File: src/rtl/systolic_pkg.sv
// Shared definitions for the systolic array drain path.
//   ACCUM_WIDTH_DEF : default width of a partial sum leaving the PE array
//   OUT_WIDTH_DEF   : default width of one scaled output lane
//   drain_state_t   : occupancy state of the drain FSM (IDLE, ALIGN, EMIT)
package systolic_pkg;

    localparam int ACCUM_WIDTH_DEF = 32;
    localparam int OUT_WIDTH_DEF   = 16;

    typedef enum logic [1:0] {
        IDLE  = 2'd0,
        ALIGN = 2'd1,
        EMIT  = 2'd2
    } drain_state_t;

endpackage

File: src/rtl/systolic_psum_drain_if.sv
// Valid/ready stream carrying one aligned, scaled vector per beat toward
// the output buffer.
//   out_data  : ROWS lanes of OUT_WIDTH bits, lane r at [r*OUT_WIDTH +: OUT_WIDTH]
//   out_valid : out_data holds a vector
//   out_ready : downstream accepts the vector on this edge
//   out_last  : final vector of the frame
// Modports: master = drain (producer), slave = output buffer (consumer).
interface systolic_psum_drain_if
    import systolic_pkg::*;
#(
    parameter int ROWS      = 4,
    parameter int OUT_WIDTH = OUT_WIDTH_DEF
) ();

    logic [ROWS*OUT_WIDTH-1:0] out_data;
    logic                      out_valid;
    logic                      out_ready;
    logic                      out_last;

    modport master (
        output out_data,
        output out_valid,
        output out_last,
        input  out_ready
    );

    modport slave (
        input  out_data,
        input  out_valid,
        input  out_last,
        output out_ready
    );

endinterface

File: src/rtl/psum_row_fifo.sv
// Synchronous FIFO holding the partial sums of one array row.
//   clk, rst   : clock, asynchronous active-high reset
//   push       : write request; accepted when not full, or when full and
//                a pop happens on the same edge
//   pop        : read request; ignored when empty
//   wr_data    : value written on an accepted push
//   rd_data    : head entry (valid while !empty)
//   count      : current number of entries
//   full/empty : occupancy flags for the current cycle
//   empty_next : occupancy the FIFO will have after this edge
// DEPTH must be a power of two so the pointers wrap naturally.
module psum_row_fifo #(
    parameter int WIDTH = 32,
    parameter int DEPTH = 8
) (
    input  logic                       clk,
    input  logic                       rst,
    input  logic                       push,
    input  logic                       pop,
    input  logic [WIDTH-1:0]           wr_data,
    output logic [WIDTH-1:0]           rd_data,
    output logic [$clog2(DEPTH+1)-1:0] count,
    output logic                       full,
    output logic                       empty,
    output logic                       empty_next
);

    localparam int AW = $clog2(DEPTH);
    localparam int CW = $clog2(DEPTH+1);

    logic [WIDTH-1:0] mem [DEPTH];
    logic [AW-1:0]    wr_ptr;
    logic [AW-1:0]    rd_ptr;
    logic             wr_en;
    logic             rd_en;
    logic [CW-1:0]    count_next;

    assign rd_en      = pop && !empty;
    // A full FIFO still takes a push when the head leaves on the same edge.
    assign wr_en      = push && (!full || rd_en);
    assign count_next = count + CW'(wr_en) - CW'(rd_en);
    assign full       = (count == CW'(DEPTH));
    assign empty      = (count == '0);
    assign empty_next = (count_next == '0);
    assign rd_data    = mem[rd_ptr];

    always_ff @(posedge clk or posedge rst) begin
        if (rst) begin
            count  <= '0;
            wr_ptr <= '0;
            rd_ptr <= '0;
        end else begin
            count <= count_next;
            if (wr_en) wr_ptr <= wr_ptr + 1'b1;
            if (rd_en) rd_ptr <= rd_ptr + 1'b1;
        end
    end

    // Storage carries no reset; entries are only read after being written.
    always_ff @(posedge clk) begin
        if (wr_en) mem[wr_ptr] <= wr_data;
    end

endmodule

File: src/rtl/systolic_psum_drain.sv
// Drains partial sums from the right-hand column of the systolic array,
// removes the row skew and emits one aligned, scaled vector per beat.
//
// Ports
//   clk, rst       : clock, asynchronous active-high reset
//   enable         : array enable; pushes are accepted only while high
//   psum_in        : ROWS partial sums, lane r at [r*ACCUM_WIDTH +: ACCUM_WIDTH]
//   psum_valid_in  : per-lane valid from the PE column
//   out_bus        : master side of the output stream (data/valid/ready/last)
//   almost_full    : some row FIFO holds >= FIFO_DEPTH-ROWS entries
//   overflow_err   : sticky, a push was lost to a full FIFO
//   skew_err       : sticky, rows stayed misaligned for SKEW_TIMEOUT cycles
//   clear_err      : synchronous clear of both sticky flags
//
// Build option
//   PSUM_DRAIN_SATURATE_EN : clamp each scaled lane to the signed OUT_WIDTH
//                            range; when undefined the lane wraps instead.
//
// FSM (state follows FIFO occupancy after each edge)
//   state | meaning
//   IDLE  | every row FIFO empty
//   ALIGN | some rows hold data, others are still empty; skew timer running
//   EMIT  | every row FIFO holds data; vectors pop whenever the output allows
module systolic_psum_drain
    import systolic_pkg::*;
#(
    parameter int ROWS          = 4,
    parameter int ACCUM_WIDTH   = ACCUM_WIDTH_DEF,
    parameter int OUT_WIDTH     = OUT_WIDTH_DEF,
    parameter int SHIFT         = 8,
    parameter int FIFO_DEPTH    = 8,
    parameter int SKEW_TIMEOUT  = 8,
    parameter int VEC_PER_FRAME = 16
) (
    input  logic                        clk,
    input  logic                        rst,
    input  logic                        enable,
    input  logic [ROWS*ACCUM_WIDTH-1:0] psum_in,
    input  logic [ROWS-1:0]             psum_valid_in,
    systolic_psum_drain_if.master       out_bus,
    output logic                        almost_full,
    output logic                        overflow_err,
    output logic                        skew_err,
    input  logic                        clear_err
);

    localparam int CW = $clog2(FIFO_DEPTH+1);
    localparam int TW = $clog2(SKEW_TIMEOUT+1);
    localparam int FW = (VEC_PER_FRAME > 1) ? $clog2(VEC_PER_FRAME) : 1;

    drain_state_t               state;
    drain_state_t               state_next;
    logic [ROWS-1:0]            push;
    logic [ROWS-1:0]            fifo_full;
    logic [ROWS-1:0]            fifo_empty;
    logic [ROWS-1:0]            fifo_empty_next;
    logic [ACCUM_WIDTH-1:0]     fifo_rd [ROWS];
    logic [CW-1:0]              fifo_count [ROWS];
    logic                       pop;
    logic                       handshake;
    logic                       ovf_hit;
    logic                       skew_hit;
    logic [TW-1:0]              skew_timer;
    logic [TW-1:0]              skew_timer_next;
    logic [FW-1:0]              frame_cnt;
    logic [ROWS*OUT_WIDTH-1:0]  scaled;
    logic [ROWS*OUT_WIDTH-1:0]  out_data_q;
    logic                       out_valid_q;

    // The PE holds its outputs while disabled; taking them would replay data.
    assign push      = enable ? psum_valid_in : '0;
    assign pop       = (fifo_empty == '0) && (!out_valid_q || out_bus.out_ready);
    assign handshake = out_valid_q && out_bus.out_ready;
    assign ovf_hit   = (|(push & fifo_full)) && !pop;

    for (genvar r = 0; r < ROWS; r++) begin : g_row
        psum_row_fifo #(
            .WIDTH (ACCUM_WIDTH),
            .DEPTH (FIFO_DEPTH)
        ) u_fifo (
            .clk        (clk),
            .rst        (rst),
            .push       (push[r]),
            .pop        (pop),
            .wr_data    (psum_in[r*ACCUM_WIDTH +: ACCUM_WIDTH]),
            .rd_data    (fifo_rd[r]),
            .count      (fifo_count[r]),
            .full       (fifo_full[r]),
            .empty      (fifo_empty[r]),
            .empty_next (fifo_empty_next[r])
        );
    end

    always_comb begin
        almost_full = 1'b0;
        for (int r = 0; r < ROWS; r++) begin
            if (fifo_count[r] >= CW'(FIFO_DEPTH - ROWS)) almost_full = 1'b1;
        end
    end

    // Scaling: arithmetic shift, then narrow each lane to OUT_WIDTH.
`ifdef PSUM_DRAIN_SATURATE_EN
    localparam logic signed [ACCUM_WIDTH-1:0] SAT_MAX =
        ACCUM_WIDTH'((64'sd1 <<< (OUT_WIDTH-1)) - 64'sd1);
    localparam logic signed [ACCUM_WIDTH-1:0] SAT_MIN =
        ACCUM_WIDTH'(-(64'sd1 <<< (OUT_WIDTH-1)));

    logic signed [ACCUM_WIDTH-1:0] shifted [ROWS];

    always_comb begin
        scaled = '0;
        for (int r = 0; r < ROWS; r++) begin
            shifted[r] = $signed(fifo_rd[r]) >>> SHIFT;
            if (shifted[r] > SAT_MAX)
                scaled[r*OUT_WIDTH +: OUT_WIDTH] = SAT_MAX[OUT_WIDTH-1:0];
            else if (shifted[r] < SAT_MIN)
                scaled[r*OUT_WIDTH +: OUT_WIDTH] = SAT_MIN[OUT_WIDTH-1:0];
            else
                scaled[r*OUT_WIDTH +: OUT_WIDTH] = shifted[r][OUT_WIDTH-1:0];
        end
    end
`else
    always_comb begin
        scaled = '0;
        for (int r = 0; r < ROWS; r++) begin
            scaled[r*OUT_WIDTH +: OUT_WIDTH] = OUT_WIDTH'($signed(fifo_rd[r]) >>> SHIFT);
        end
    end
`endif

    // Next state follows the occupancy the FIFOs will have after this edge.
    // The skew timer counts down the ALIGN cycles left before skew_err; the
    // FSM never drops data on timeout, it only flags it.
    always_comb begin
        state_next      = state;
        skew_timer_next = '0;
        skew_hit        = 1'b0;

        if (&fifo_empty_next)
            state_next = IDLE;
        else if (fifo_empty_next == '0)
            state_next = EMIT;
        else
            state_next = ALIGN;

        if (state_next == ALIGN) begin
            if (state != ALIGN)
                skew_timer_next = TW'(SKEW_TIMEOUT - 1);
            else if (skew_timer != '0)
                skew_timer_next = skew_timer - 1'b1;
            else
                skew_timer_next = '0;
            skew_hit = (skew_timer_next == '0);
        end
    end

    always_ff @(posedge clk or posedge rst) begin
        if (rst) begin
            state      <= IDLE;
            skew_timer <= '0;
        end else begin
            state      <= state_next;
            skew_timer <= skew_timer_next;
        end
    end

    always_ff @(posedge clk or posedge rst) begin
        if (rst) begin
            out_data_q  <= '0;
            out_valid_q <= 1'b0;
            frame_cnt   <= '0;
        end else begin
            if (pop) begin
                out_data_q  <= scaled;
                out_valid_q <= 1'b1;
            end else if (out_bus.out_ready) begin
                out_valid_q <= 1'b0;
            end
            if (handshake) begin
                if (frame_cnt == FW'(VEC_PER_FRAME - 1))
                    frame_cnt <= '0;
                else
                    frame_cnt <= frame_cnt + 1'b1;
            end
        end
    end

    // A fault arriving in the same cycle as clear_err keeps the flag set.
    always_ff @(posedge clk or posedge rst) begin
        if (rst) begin
            overflow_err <= 1'b0;
            skew_err     <= 1'b0;
        end else begin
            overflow_err <= (overflow_err && !clear_err) || ovf_hit;
            skew_err     <= (skew_err && !clear_err) || skew_hit;
        end
    end

    assign out_bus.out_data  = out_data_q;
    assign out_bus.out_valid = out_valid_q;
    assign out_bus.out_last  = out_valid_q && (frame_cnt == FW'(VEC_PER_FRAME - 1));

endmodule
File: src/flat_wrapper.sv
// flat-port wrapper written by rule: the top's interface ports become plain ports
module systolic_psum_drain_flat import systolic_pkg::*;
#(
    parameter int ROWS          = 4,
    parameter int ACCUM_WIDTH   = ACCUM_WIDTH_DEF,
    parameter int OUT_WIDTH     = OUT_WIDTH_DEF,
    parameter int SHIFT         = 8,
    parameter int FIFO_DEPTH    = 8,
    parameter int SKEW_TIMEOUT  = 8,
    parameter int VEC_PER_FRAME = 16
)
  (clk, rst, enable, psum_in, psum_valid_in, almost_full, overflow_err, skew_err, clear_err, out_bus_out_data, out_bus_out_valid, out_bus_out_last, out_bus_out_ready);
  systolic_psum_drain_if #(.ROWS(ROWS), .OUT_WIDTH(OUT_WIDTH)) out_bus_i ();
  input  logic clk;
  input  logic rst;
  input  logic enable;
  input  logic [ROWS*ACCUM_WIDTH-1:0] psum_in;
  input  logic [ROWS-1:0] psum_valid_in;
  output logic almost_full;
  output logic overflow_err;
  output logic skew_err;
  input  logic clear_err;
  output wire logic [$bits(out_bus_i.out_data)-1:0] out_bus_out_data;
  output wire logic [$bits(out_bus_i.out_valid)-1:0] out_bus_out_valid;
  output wire logic [$bits(out_bus_i.out_last)-1:0] out_bus_out_last;
  input wire logic [$bits(out_bus_i.out_ready)-1:0] out_bus_out_ready;
  assign out_bus_out_data = out_bus_i.out_data;
  assign out_bus_out_valid = out_bus_i.out_valid;
  assign out_bus_out_last = out_bus_i.out_last;
  assign out_bus_i.out_ready = out_bus_out_ready;
  systolic_psum_drain #(.ROWS(ROWS), .ACCUM_WIDTH(ACCUM_WIDTH), .OUT_WIDTH(OUT_WIDTH), .SHIFT(SHIFT), .FIFO_DEPTH(FIFO_DEPTH), .SKEW_TIMEOUT(SKEW_TIMEOUT), .VEC_PER_FRAME(VEC_PER_FRAME)) u_core (.clk(clk), .rst(rst), .enable(enable), .psum_in(psum_in), .psum_valid_in(psum_valid_in), .out_bus(out_bus_i), .almost_full(almost_full), .overflow_err(overflow_err), .skew_err(skew_err), .clear_err(clear_err));
endmodule
File: config.mk
export PLATFORM = sky130hd
export DESIGN_NAME = systolic_psum_drain_flat
export DESIGN_NICKNAME = d
export VERILOG_FILES = /design/src/rtl/systolic_pkg.sv /design/src/rtl/systolic_psum_drain_if.sv /design/src/rtl/psum_row_fifo.sv /design/src/rtl/systolic_psum_drain.sv /design/src/flat_wrapper.sv
export SDC_FILE = /design/constraint.sdc
export NUM_CORES = 1
export LEC_CHECK = 0
export CAP_MARGIN = 20
export CORE_MARGIN = 10
export CORE_UTILIZATION = 45
export DETAILED_ROUTE_END_ITERATION = 12
export PLACE_DENSITY = 0.65
export SLEW_MARGIN = 10
export SYNTH_ARGS = -nofsm -noshare
export SYNTH_HDL_FRONTEND = slang
export SYNTH_SLANG_ARGS = --single-unit
File: constraint.sdc
create_clock -name clk -period 5.9 [get_ports clk]
set_input_delay 1.18 -clock clk [delete_from_list [all_inputs] [get_ports clk]]
set_output_delay 1.18 -clock clk [all_outputs]
set_load 0.02 [all_outputs]
==> metrics.md, run 1 <==
| Metric | Value |
|---|---|
| Clock Latency Late Sink | `590 ps` |
| Synth async-reset ratio | `approximately a fifth` |
| Power Total | `around 15 mW` |
| Dominant synthesized flop cell | `edfxtp_1` |
| Layout cells sized above 1 | `between 20% and 30%` |
| Synthesized net count | `around 1400` |
| Sum of negative setup slack | `0 ps` |
| Maximum clock path buffer count | `3` |
| Nature of the critical path startpoint | `primary input` |
| Routed via count | `11800` |
| Routed Antenna Nets | `0` |
| First-iteration detailed-routing DRC count | `roughly 670` |
| GPL Wtd Cong | `roughly 0.75` |
| Top cell type by total area after synthesis | `edfxtp_1` |
| Proportion of power drawn by combinational gates | `between 20 and 30%` |
| Mux share of post-synthesis cell area | `14.8%` |
| CTS tree | `yes` |
| Cell area after synthesis | `between 20000 and 25000 um^2` |
| Worst R2R Start | `u_core.g_row[3].u_fifo.count[2]` |
| Tot GR Track Use | `roughly 15%` |
| Ports placed on the boundary | `approximately 210` |
| Largest family of logic cells by synthesized area | `multiplexers` |
| Pin count of the biggest net entering global routing | `92` |
| Fmax | `224 MHz` |
| Largest cells by area after synthesis | `edfxtp_1 (63%), dfrtp_1 (12%), mux4_2 (12%)` |
| Total count of hold-check failures in the final report | `0` |
| Reg-to-reg setup timing slack | `between 1000 and 1500 ps` |
| Number of buffers inserted during clock tree synthesis | `68` |
| Critical Path End Type | `register` |
| Number of max-cap violations | `0` |
| Initial antenna violation count | `2` |
| Outcome | `finished, final reports clean` |
| FF-to-FF path depth | `16` |
| Worst supply voltage drop on vdd | `around 290 uV` |
| Number of cells upsized or downsized after cts | `0` |
| Maximum level of the CTS H-tree | `3` |
| Clock group share of total power | `28.9%` |
| Sum of overflow across all layers after global routing | `0` |
| Most frequent cell after synthesis | `edfxtp_1` |
| Avg Inst Size Synth | `19.3 um^2` |
| Buffers on Ports | `between 100 and 150` |
| X dimension of the die | `between 200 and 300 um` |
| Seq/Total Area, Yosys | `75.0%` |
| Clock root buffer | `clkbuf_16` |
| Initial Util | `between 40% and 50%` |
| Worst Min Path Start | `u_core.out_bus.out_data[59]` |
| HPWL after detailed placement | `between 20000 and 30000 um` |
| Yosys warning count | `0` |
| Total core area | `approximately 54000 um^2` |
| Area enclosed by the die boundary | `64000 um^2` |
| Worst EP required | `~6300 ps` |
| Hold worst-path end | `u_core.out_bus.out_data[59]` |
| Placed cell count | `a little over 2000` |
| Cell area power density | `500 nW/um^2` |
| Slew @ Worst Pin | `about 1100 ps` |
| Switching power share of the total | `around 31%` |
| Post-layout nets | `about 1600` |
| # DRC | `0` |
| Area of all placed cells without fillers | `29200 um^2` |
| Most common library cells after synthesis | `edfxtp_1 (512), mux4_2 (128), dfrtp_1 (117)` |
| Final Util | `54.2%` |
| Post-CTS Setup Bufs | `0` |
| Average vias per placed instance | `approximately 5.3` |
| Final count of pins violating max slew | `0` |
| Sink count of the clock tree | `629` |
| Area growth syn-to-layout | `19.5%` |
| Clock transition at the register clock pins on the worst setup and hold paths after CTS | `roughly 60 ps` |
| Vias in the first global route | `~13000` |
| CP arrival | `around 5000 ps` |
| Max transition margin | `a little over a quarter` |
| Portion of the clock cycle consumed by the worst path in the final layout | `about three quarters` |
| Vertical die dimension | `between 200 and 300 um` |
| Worst setup path class | `in -> reg` |
| Cell Area, Placed | `26900 um^2` |
| Total of flip-flops plus latches after synthesis | `629` |
| Static Leak | `about 10 nW` |
| Final setup vio count | `0` |
| Min-delay worst type | `reg -> reg` |
| Standard-cell row count | `between 80 and 90` |
| Final min period | `4460 ps` |
| Unrepaired setup endpoints after global routing | `no` |
| R2R Path End | `u_core.skew_err` |
| Top cell type's share of synthesized area | `a little over three fifths` |
| Post-synth cell types | `46` |
| Number of hold buffers added after cts | `0` |
| Pre-antenna DRT Iters | `5` |
| WHS Path Cells | `2` |
| Highest fanout seen on the critical path | `12` |
| Seq pwr share | `about 42%` |
| Total wire length after detailed routing | `48500 um` |
| Number of enable flip-flop cells after synthesis | `around 510` |
| Power spent charging and discharging nets | `roughly 4.5 mW` |
| Synthesized-area fraction occupied by adder cells | `under 10%` |
| Average wire length per cell after detail routing | `22.0 um` |
| First-pass GRT wire length | `75100 um` |
| Internal Power | `roughly 10 mW` |
| Number of cells in the finished layout apart from fillers | `around 2200` |
| Post-synthesis instance total | `1265` |
| Area share of xor/xnor cells in the synthesized design | `less than 1%` |
| Final Skew | `19.5 ps` |
| Compound-cell area share of the yosys netlist | `between 2 and 2.5%` |
| Post-Synth Simple-Gate Area | `roughly 3.6%` |
-- flip-flops by register name, summed over array words and instances, names as in the netlist --
name                        cells
u_core.skew_err                 1
u_core.g_row.u_fifo.wr_ptr     12
u_core.frame_cnt                4
u_core.state                    2
u_core.out_bus.out_data        64
u_core.overflow_err             1
u_core.g_row.u_fifo.count      16
u_core.g_row.u_fifo.rd_ptr     12
u_core.g_row.u_fifo.mem       512
u_core.skew_timer               4
u_core.out_bus.out_valid        1
-- worst max-delay path: stages --
cell and delay (ps):
clkdlybuf4s50_1 510, nor2_1 210, nor2_2 70, buf_4 190, or3_1 370, nand2_1 80, ha_1 160, inv_1 60
fa_1 490, inv_1 60, nor4b_1 340, mux2i_1 180, nor4_1 830, o32ai_1 180
-- layer usage --
layer	vias up	GRT usage, %	wire length, um
li1	5387	-	-
met1	6121	19.6	21000
met2	191	26.1	24600
met3	59	3.01	2010
met4	2	4.90	861
met5	-	0	13
-- logic make-up after synthesis --
| kind of cell | count (synthesis) |
|---|---|
| DFF | 629 |
| muxes | 201 |
| adders and majority gates | 33 |
| and+or+nand+nor | 184 |
| xor gates and xnor gates | 25 |
| buffers and inverters | 95 |
| AOI/OAI and AO/OA | 98 |
-- placed cells by master (no fill, tap or decap), types with 4 or more instances in the layout --
cell	netlist	routed
mux4_2	128	128
nor3b_1	7	5
nor4b_2	0	7
nor4_2	0	6
xor2_1	7	7
o21ai_0	69	69
nor3_4	0	7
a21oi_1	6	6
inv_1	29	28
a21o_1	5	5
nor4b_1	12	5
buf_4	0	37
clkbuf_8	0	6
dfrtp_2	0	8
xnor2_1	18	18
clkbuf_1	34	14
nand2_1	100	100
nand2b_1	4	4
nor3_1	15	6
dfrtp_1	117	109
nor2_1	18	15
clkbuf_16	0	71
edfxtp_1	512	512
bufinv_16	0	5
clkinv_1	0	6
clkinv_2	0	15
fa_1	4	4
ha_1	29	29
clkdlybuf4s50_1	0	141
mux2_2	4	4
mux2i_1	68	68
nand3_1	7	7
nor4_1	12	6
-- cell type report --
class / instances / area (um^2)
clock buffers: 91 / 1910
multi-input cells: 541 / 5920
clock inverters: 34 / 330
flip-flops and latches: 629 / 18300
fillers: 4197 / 24600
diodes: 1 / 2.50
inverters: 29 / 114
repair buffers: 180 / 1720
well taps: 696 / 871
-- stage by stage --
step / setup slack, ps / hold WS [ps]
after floorplan: 1620 / 445
after global placement: 906 / 462
after detailed placement: 841 / 469
after CTS: 1410 / 483
after global routing: 1070 / 506
final: 1440 / 474
-- power by group through the flow --
stage / logic (mW) / clock network [mW] / registers (mW)
after floorplan: 2.95 / 0 / 6.14
after global placement: 4.27 / 0 / 6.20
after detailed placement: 4.35 / 0 / 6.24
after CTS: 4.36 / 4.34 / 6.16
after global routing: 4.69 / 4.50 / 6.24
final: 4.24 / 4.22 / 6.14
-- worst max path at each step --
stage                                    startpoint             endpoint  slack (ps)  cells past startpoint
detailed placement                out_bus_out_ready      u_core.skew_err         840                     14
global route        u_core.g_row[3].u_fifo.count[2]      u_core.skew_err        1070                     16
floorplan                                       rst  u_core.frame_cnt[0]        1620                      1
finish                            out_bus_out_ready      u_core.skew_err        1440                     14
global placement                  out_bus_out_ready      u_core.skew_err         910                     14
CTS                 u_core.g_row[1].u_fifo.count[2]      u_core.skew_err        1410                     16
Note: power is estimated with default switching activity, not from simulation.
==> run 2: changes to the inputs <==
--- a/config.mk
+++ b/config.mk
@@ -9,7 +9,7 @@
 export CORE_MARGIN = 10
 export CORE_UTILIZATION = 45
 export DETAILED_ROUTE_END_ITERATION = 12
-export PLACE_DENSITY = 0.65
+export PLACE_DENSITY = 0.67
 export SLEW_MARGIN = 10
 export SYNTH_ARGS = -nofsm -noshare
 export SYNTH_HDL_FRONTEND = slang
==> constraint.sdc (replaced) <==
create_clock -name clk -period 3.8 [get_ports clk]
set_input_delay 0.76 -clock clk [delete_from_list [all_inputs] [get_ports clk]]
set_output_delay 0.76 -clock clk [all_outputs]
set_load 0.02 [all_outputs]
==> run 2 against run 1 <==
  * Non-clock buffer count is 37 higher
  * Critical path depth is 2 higher
  * Power is 60% higher
  * Largest cell class unchanged
  * Clock power is 55% higher
  * Cell area is 1.9% higher
  * Final cell count is 1.6% higher
  * Hold slack better by 0.82 ps
  * Combinational power is 70% higher
  * Die area stayed put
  * Critical endpoint unchanged
==> metrics.md, run 2 (same netlist as run 1, synthesis figures left out) <==
| Metric | Value |
|---|---|
| Nature of the critical path startpoint | `register` |
| Vertical die dimension | `253 um (unchanged)` |
| Sink count of the clock tree | `629 (unchanged)` |
| Number of max-cap violations | `0 (unchanged)` |
| Commonest non-fill, non-tap cells in the layout | `edfxtp_1 (512), clkdlybuf4s50_1 (141), mux4_2 (128)` |
| Final Skew | `17.2 ps (-2.34 ps)` |
| Number of hold buffers added after cts | `0 (unchanged)` |
| Vias in the first global route | `12600 (-0.063%)` |
| First-iteration detailed-routing DRC count | `691 (+2.8%)` |
| CTS tree | `yes` |
| Portion of the clock cycle consumed by the worst path in the final layout | `between 90 and 100%` |
| Number of flip-flops in the largest register | `512 (unchanged)` |
| Cell Area, Placed | `27200 um^2 (+1.2%)` |
| Sum of negative setup slack | `0 ps (unchanged)` |
| Maximum clock path buffer count | `3 (unchanged)` |
| Worst setup path class | `reg -> reg` |
| Unrepaired setup endpoints after global routing | `yes` |
| Clock group share of total power | `28.0% (-0.9 points)` |
| X dimension of the die | `253 um (unchanged)` |
| Area of all sequential standard cells | `18300 um^2 (about the same)` |
| Clock root buffer | `clkbuf_16` |
| Power spent charging and discharging nets | `7.25 mW (+62%)` |
| Pin count of the biggest net entering global routing | `142 (+54%)` |
| Standard-cell row count | `85 (unchanged)` |
| Tot GR Track Use | `15.7% (+0.27 points)` |
| Worst supply voltage drop on vdd | `510 uV (+78%)` |
| Total wire length after detailed routing | `49600 um (+2.2%)` |
| Sum of overflow across all layers after global routing | `0 (unchanged)` |
| First-pass GRT wire length | `76300 um (+1.6%)` |
| Slew @ Worst Pin | `945 ps (-145 ps)` |
| Layout cells sized above 1 | `25.3% (+4.3 points)` |
| # DRC | `0 (unchanged)` |
| HPWL after detailed placement | `28400 um (+3.6%)` |
| Switching power share of the total | `31.0% (+0.23 points)` |
| Final count of pins violating max slew | `0 (unchanged)` |
| Static Leak | `10.3 nW (+2.0%)` |
| Routed via count | `12000 (+2.2%)` |
| Fmax | `273 MHz` |
| Internal Power | `16.2 mW (+60%)` |
| Area growth syn-to-layout | `21.7%` |
| Area of all placed cells without fillers | `29700 um^2 (+1.9%)` |
| Cell area power density | `788 nW/um^2 (+57%)` |
| Total area of multi-input combinational cells | `6120 um^2 (+3.4%)` |
| Register with the most flip-flops | `u_core.g_row.u_fifo.mem` |
| Final min period | `around 3700 ps` |
| Critical Path End Type | `register` |
| Initial antenna violation count | `2 (unchanged)` |
| Ports placed on the boundary | `206 (unchanged)` |
| Post-layout nets | `1655 (+2.2%)` |
| Outcome | `finished, final reports clean` |
| Final setup vio count | `0 (unchanged)` |
| Total count of hold-check failures in the final report | `0 (unchanged)` |
| GPL Wtd Cong | `0.762 (+2.1%)` |
| Fill cells | `4085 (-2.7%)` |
| Average vias per placed instance | `5.38 (+0.62%)` |
| Maximum level of the CTS H-tree | `3 (unchanged)` |
| CP arrival | `4120 ps (-780 ps)` |
| Highest fanout seen on the critical path | `8 (-4)` |
| Max transition margin | `37.0% (+9.7 points)` |
| Total core area | `53800 um^2 (unchanged)` |
| Worst EP required | `4270 ps (-2060 ps)` |
| Area enclosed by the die boundary | `64000 um^2 (unchanged)` |
| Pre-antenna DRT Iters | `7 (+2)` |
| Clock transition at the register clock pins on the worst setup and hold paths after CTS | `60 ps (about the same)` |
| Min-delay worst type | `reg -> reg` |
| Initial Util | `45.4% (unchanged)` |
| Average wire length per cell after detail routing | `22.2 um (+0.61%)` |
| Most common cell after layout, fill and taps aside | `edfxtp_1` |
| Clock Latency Late Sink | `590 ps (about the same)` |
| Routed Antenna Nets | `0 (unchanged)` |
| Seq pwr share | `41.3% (-0.8 points)` |
| Number of buffers inserted during clock tree synthesis | `67 (-1.5%)` |
| Proportion of power drawn by combinational gates | `30.8% (+1.8 points)` |
| Buffers on Ports | `141 (unchanged)` |
## run 2: changes by cell type in the layout (fill, tap and decap cells not counted), moves of 5 or more
cell      before  now
buf_12         0    5
buf_4         37   69
clkinv_2      15    8
ha_1          29   21
ha_2           0    6
inv_1         28   22
inv_2          0    6
nor4_1         6    1
nor4_2         6   11
## run 2: stage by stage
step	total power, mW	setup WS, ps	hold WS (ps)	util, %	instances
3_3_place_gp	16.5	-213	462	50.6	2105
4_1_cts	23.3	3.96	482	54.8	2228
3_5_place_dp	16.7	-270	469	50.6	2105
6_report	23.4	142	475	55.2	2236
5_1_grt	24.7	-87.8	504	55.2	2235
2_1_floorplan	14.2	-230	445	-	1265
## run 2: path summary, 6_finish.rpt
| path | slack (ps) | startpoint | depth (start not counted) | to |
|---|---|---|---|---|
| setup / recovery | 140 | u_core.g_row[0].u_fifo.count[2] | 16 | u_core.skew_err |
| hold / removal | 470 | u_core.out_bus.out_data[25] | 2 | u_core.out_bus.out_data[25] |
| setup reg to reg | 140 | u_core.g_row[0].u_fifo.count[2] | 16 | u_core.skew_err |
| hold reg to reg | 470 | u_core.out_bus.out_data[25] | 2 | u_core.out_bus.out_data[25] |
| max in group asynchronous | 2300 | rst | 3 | u_core.g_row[0].u_fifo.rd_ptr[0] |
| min in group asynchronous | 640 | rst | 3 | u_core.out_bus.out_data[59] |
## run 2: repair_timing
action,CTS,global route
setup endpoints to repair,6,6
pin swaps,1,18
buffers inserted,0,7
resized for setup,2,43
hold endpoints to repair,0,0
## run 2: final cells by class
type                       count  area share, %
inverter                      29          0.379
clock inverter                31           1.20
antenna                        1        0.00842
tap                          696           2.93
timing repair buffer         217           6.90
multi-input combinational    541           20.6
sequential                   629           61.6
clock buffer                  92           6.37
## run 2: power groups by stage
| stage | registers [mW] | logic (mW) | clock network, mW |
|---|---|---|---|
| final | 9.66 | 7.20 | 6.55 |
| after CTS | 9.68 | 6.93 | 6.71 |
| after global routing | 9.83 | 7.90 | 7.00 |
| after detailed placement | 9.81 | 6.90 | 0 |
| after floorplan | 9.55 | 4.65 | 0 |
| after global placement | 9.75 | 6.76 | 0 |
## run 2: critical path, cell delays in order (launching register included)
cell	delay, ps
dfrtp_1	340
inv_2	50
ha_2	180
nor3b_2	150
or4_4	580
nor2_4	320
nand2_2	110
o21ai_2	70
ha_2	190
inv_1	60
fa_2	530
inv_2	50
nor4_2	270
mux2i_1	160
nor4_2	220
buf_4	180
o32ai_2	70
## run 2: routing by layer
layer,vias up,part of all wire (%),track usage (%)
met4,2,1.8,4.94
met5,-,0.016,0
met2,213,50,25.7
met3,64,4.5,3.28
li1,5451,-,-
met1,6291,44,20.6
==> run 3: changes to the inputs <==
--- a/config.mk
+++ b/config.mk
@@ -7,9 +7,9 @@
 export LEC_CHECK = 0
 export CAP_MARGIN = 20
 export CORE_MARGIN = 10
-export CORE_UTILIZATION = 45
+export CORE_UTILIZATION = 52
 export DETAILED_ROUTE_END_ITERATION = 12
-export PLACE_DENSITY = 0.67
+export PLACE_DENSITY = 0.76
 export SLEW_MARGIN = 10
 export SYNTH_ARGS = -nofsm -noshare
 export SYNTH_HDL_FRONTEND = slang
==> run 3 against run 2 <==
  * Die area is 12% lower
  * Combinational power down 2%
  * Hold slack gained 1.1 ps
==> metrics.md, run 3 (same netlist as run 1, synthesis figures left out) <==
| Metric | Value |
|---|---|
| Worst EP required | `4270 ps (about the same)` |
| Fill cells | `3141 (-23%)` |
| Commonest non-fill, non-tap cells in the layout | `edfxtp_1 (512), clkdlybuf4s50_1 (141), mux4_2 (128)` |
| Maximum clock path buffer count | `3 (unchanged)` |
| Final count of pins violating max slew | `0 (unchanged)` |
| Area growth syn-to-layout | `21.1%` |
| # DRC | `0 (unchanged)` |
| Kind of cell with the highest combined delay on the critical path | `simple AND/OR/NAND/NOR gates` |
| Ports placed on the boundary | `206 (unchanged)` |
| Worst Min Path Start | `u_core.out_bus.out_data[0]` |
| Outcome | `finished, final reports clean` |
| Clock root buffer | `clkbuf_16` |
| R2R Path End | `u_core.skew_timer[3]` |
| FF-to-FF path depth | `17 (+1)` |
| GPL Wtd Cong | `0.760 (-0.26%)` |
| Most common cell after layout, fill and taps aside | `edfxtp_1` |
| X dimension of the die | `237 um (-6.4%)` |
| Fmax | `266 MHz (-2.7%)` |
| Total core area | `46500 um^2 (-14%)` |
| Pre-antenna DRT Iters | `5 (-2)` |
| Nature of the critical path startpoint | `register` |
| Critical Path End Type | `register` |
| Number of buffers inserted during clock tree synthesis | `66 (-1.5%)` |
| Standard-cell row count | `79 (-7.1%)` |
| Register with the most flip-flops | `u_core.g_row.u_fifo.mem` |
| Met1 wire length | `19900 um (-8.7%)` |
| Master of the slowest instance on the critical path | `or4_4` |
| Final Skew | `15.6 ps (-1.51 ps)` |
| Post-layout nets | `1659 (+0.24%)` |
| Worst R2R Start | `u_core.g_row[3].u_fifo.count[3]` |
| Layout cells sized above 1 | `24.2% (-1.1 points)` |
| Portion of the clock cycle consumed by the worst path in the final layout | `98.9% (+2.7 points)` |
| Placed cell count | `2018 (-4.1%)` |
| Number of flip-flops in the largest register | `512 (unchanged)` |
| Power spent charging and discharging nets | `7.16 mW (-1.3%)` |
| Biggest cell delay along the critical path | `510 ps (-70 ps)` |
| Max transition margin | `41.3% (+4.3 points)` |
| Number of hold buffers added after cts | `0 (unchanged)` |
| Min-delay worst type | `reg -> reg` |
| Switching power share of the total | `30.8% (-0.14 points)` |
| Internal Power | `16.1 mW (-0.63%)` |
| Buffers on Ports | `141 (unchanged)` |
| Average wire length per cell after detail routing | `23.0 um (+3.9%)` |
| Proportion of power drawn by combinational gates | `30.3% (-0.5 points)` |
| Worst setup path class | `reg -> reg` |
| Pin count of the biggest net entering global routing | `77 (-46%)` |
| Routed via count | `12200 (+1.8%)` |
| First-iteration detailed-routing DRC count | `859 (+24%)` |
| Routed wire length on met2 | `25800 um (+4.6%)` |
| Reg-to-reg setup timing slack | `40 ps (-100 ps)` |
| WHS Path Cells | `2 (unchanged)` |
| Total wire length after detailed routing | `49500 um (-0.16%)` |
| Crit. path cell count | `17 (+1)` |
| CP arrival | `4230 ps (+110 ps)` |
| Initial antenna violation count | `5 (+3)` |
| Clock Latency Late Sink | `590 ps (about the same)` |
| Worst supply voltage drop on vdd | `498 uV (-2.4%)` |
| Number of buffers and inverters on the critical path | `4 (unchanged)` |
| CTS tree | `yes` |
| Total area of multi-input combinational cells | `6000 um^2 (-1.9%)` |
| Area enclosed by the die boundary | `56000 um^2 (-12%)` |
| Final min period | `3760 ps (+102 ps)` |
| Highest fanout seen on the critical path | `6 (-2)` |
| Maximum level of the CTS H-tree | `3 (unchanged)` |
| Vias in the first global route | `13200 (+4.3%)` |
| Static Leak | `10.3 nW (about the same)` |
| Vertical die dimension | `237 um (-6.4%)` |
| Hold worst-path end | `u_core.out_bus.out_data[0]` |
| Final setup vio count | `0 (unchanged)` |
| Cell area power density | `785 nW/um^2 (-0.32%)` |
| Uppermost routed layer | `met5` |
| Sum of overflow across all layers after global routing | `0 (unchanged)` |
| Number of cells in the finished layout apart from fillers | `2149 (-3.9%)` |
| Initial Util | `52.5% (+7.2 points)` |
| Routed Antenna Nets | `0 (unchanged)` |
| Total count of hold-check failures in the final report | `0 (unchanged)` |
| Clock group share of total power | `27.6% (-0.4 points)` |
| Amount of wire on met3 after detailed routing | `2640 um (+19%)` |
| Tot GR Track Use | `17.8% (+2.2 points)` |
| Seq pwr share | `42.2% (+0.9 points)` |
| Worst hold margin | `476 ps (+1.10 ps)` |
| First-pass GRT wire length | `77000 um (+1.0%)` |
| Clock transition at the register clock pins on the worst setup and hold paths after CTS | `60 ps (about the same)` |
| Average vias per placed instance | `5.70 (+5.9%)` |
| HPWL after detailed placement | `29400 um (+3.6%)` |
| Sink count of the clock tree | `629 (unchanged)` |
| Area of all sequential standard cells | `18300 um^2 (unchanged)` |
| Number of max-cap violations | `0 (unchanged)` |
| Slew @ Worst Pin | `881 ps (-64.3 ps)` |
| Critical Path, Cell by Cell | `inv_1 -> ha_2 -> nor3b_2 -> or4_4 -> nor2_4 -> buf_6 -> nand2_1 -> o21ai_0 -> ha_2 -> inv_1 -> fa_1 -> xnor2_2 -> nor4b_2 -> mux2i_1 -> nor4_2 -> buf_4 -> nor4_2` |
run 3: cell types whose count changed in the layout (fill, tap and decap cells not counted), moves of 4 or more:
cell and change:
inv_1 +4, buf_12 +4, clkbuf_8 -4, inv_2 -4
run 3: how the worst max path moves through the flow:
stage                                         start                                end  slack [ps]
floorplan           u_core.g_row[0].u_fifo.count[2]  u_core.g_row[0].u_fifo.mem[1][10]        -230
global placement                  out_bus_out_ready                    u_core.skew_err        -130
detailed placement                out_bus_out_ready                    u_core.skew_err        -160
CTS                 u_core.g_row[3].u_fifo.count[3]                    u_core.skew_err          10
global route        u_core.g_row[2].u_fifo.count[2]               u_core.skew_timer[3]        -100
finish              u_core.g_row[3].u_fifo.count[3]               u_core.skew_timer[3]          40
run 3: area by class of cell:
cell class / count / share of cell area (%)
clock buffers: 87 / 6.14
multi-input cells: 541 / 20.3
flip-flops and latches: 629 / 61.9
repair buffers: 222 / 7.45
well taps: 607 / 2.57
inverters: 29 / 0.381
clock inverters: 33 / 1.22
diodes: 1 / 0.00846
run 3: what timing repair did:
item | in CTS | in global routing
gates cloned | 0 | 0
setup buffers | 0 | 7
pin swaps | 1 | 8
setup endpoints to repair | 6 | 7
gates resized for setup | 1 | 19
run 3: tightest hold or removal path, cell delays in order (launching register included):
cell and delay (ps):
dfrtp_1 340, nand2_1 40, o21ai_0 50
run 3: power by group through the flow:
stage | sequential, mW | clock (mW) | combinational [mW]
after CTS | 9.92 | 6.57 | 6.71
final | 9.79 | 6.41 | 7.03
after global routing | 9.98 | 6.82 | 7.66
after global placement | 10.0 | 0 | 6.40
after floorplan | 9.55 | 0 | 4.65
after detailed placement | 10.0 | 0 | 6.66
run 3: per-layer routing:
metal | track usage [%] | up-vias
met5 | 0 | -
met4 | 6.31 | 8
met3 | 4.02 | 74
met2 | 30.2 | 276
met1 | 22.3 | 6427
li1 | - | 5455
run 3: metrics by stage:
stage,setup slack [ps],cell area (um^2),total power [mW],TNS [ps],util [%]
6_report,40.0,29600,23.2,0,63.6
5_1_grt,-96.4,29600,24.5,-326,63.6
4_1_cts,10.3,29400,23.2,0,63.2
3_5_place_dp,-165,27200,16.7,-649,58.5
3_3_place_gp,-125,27100,16.4,-183,58.4
2_1_floorplan,-230,24500,14.2,-12510,-
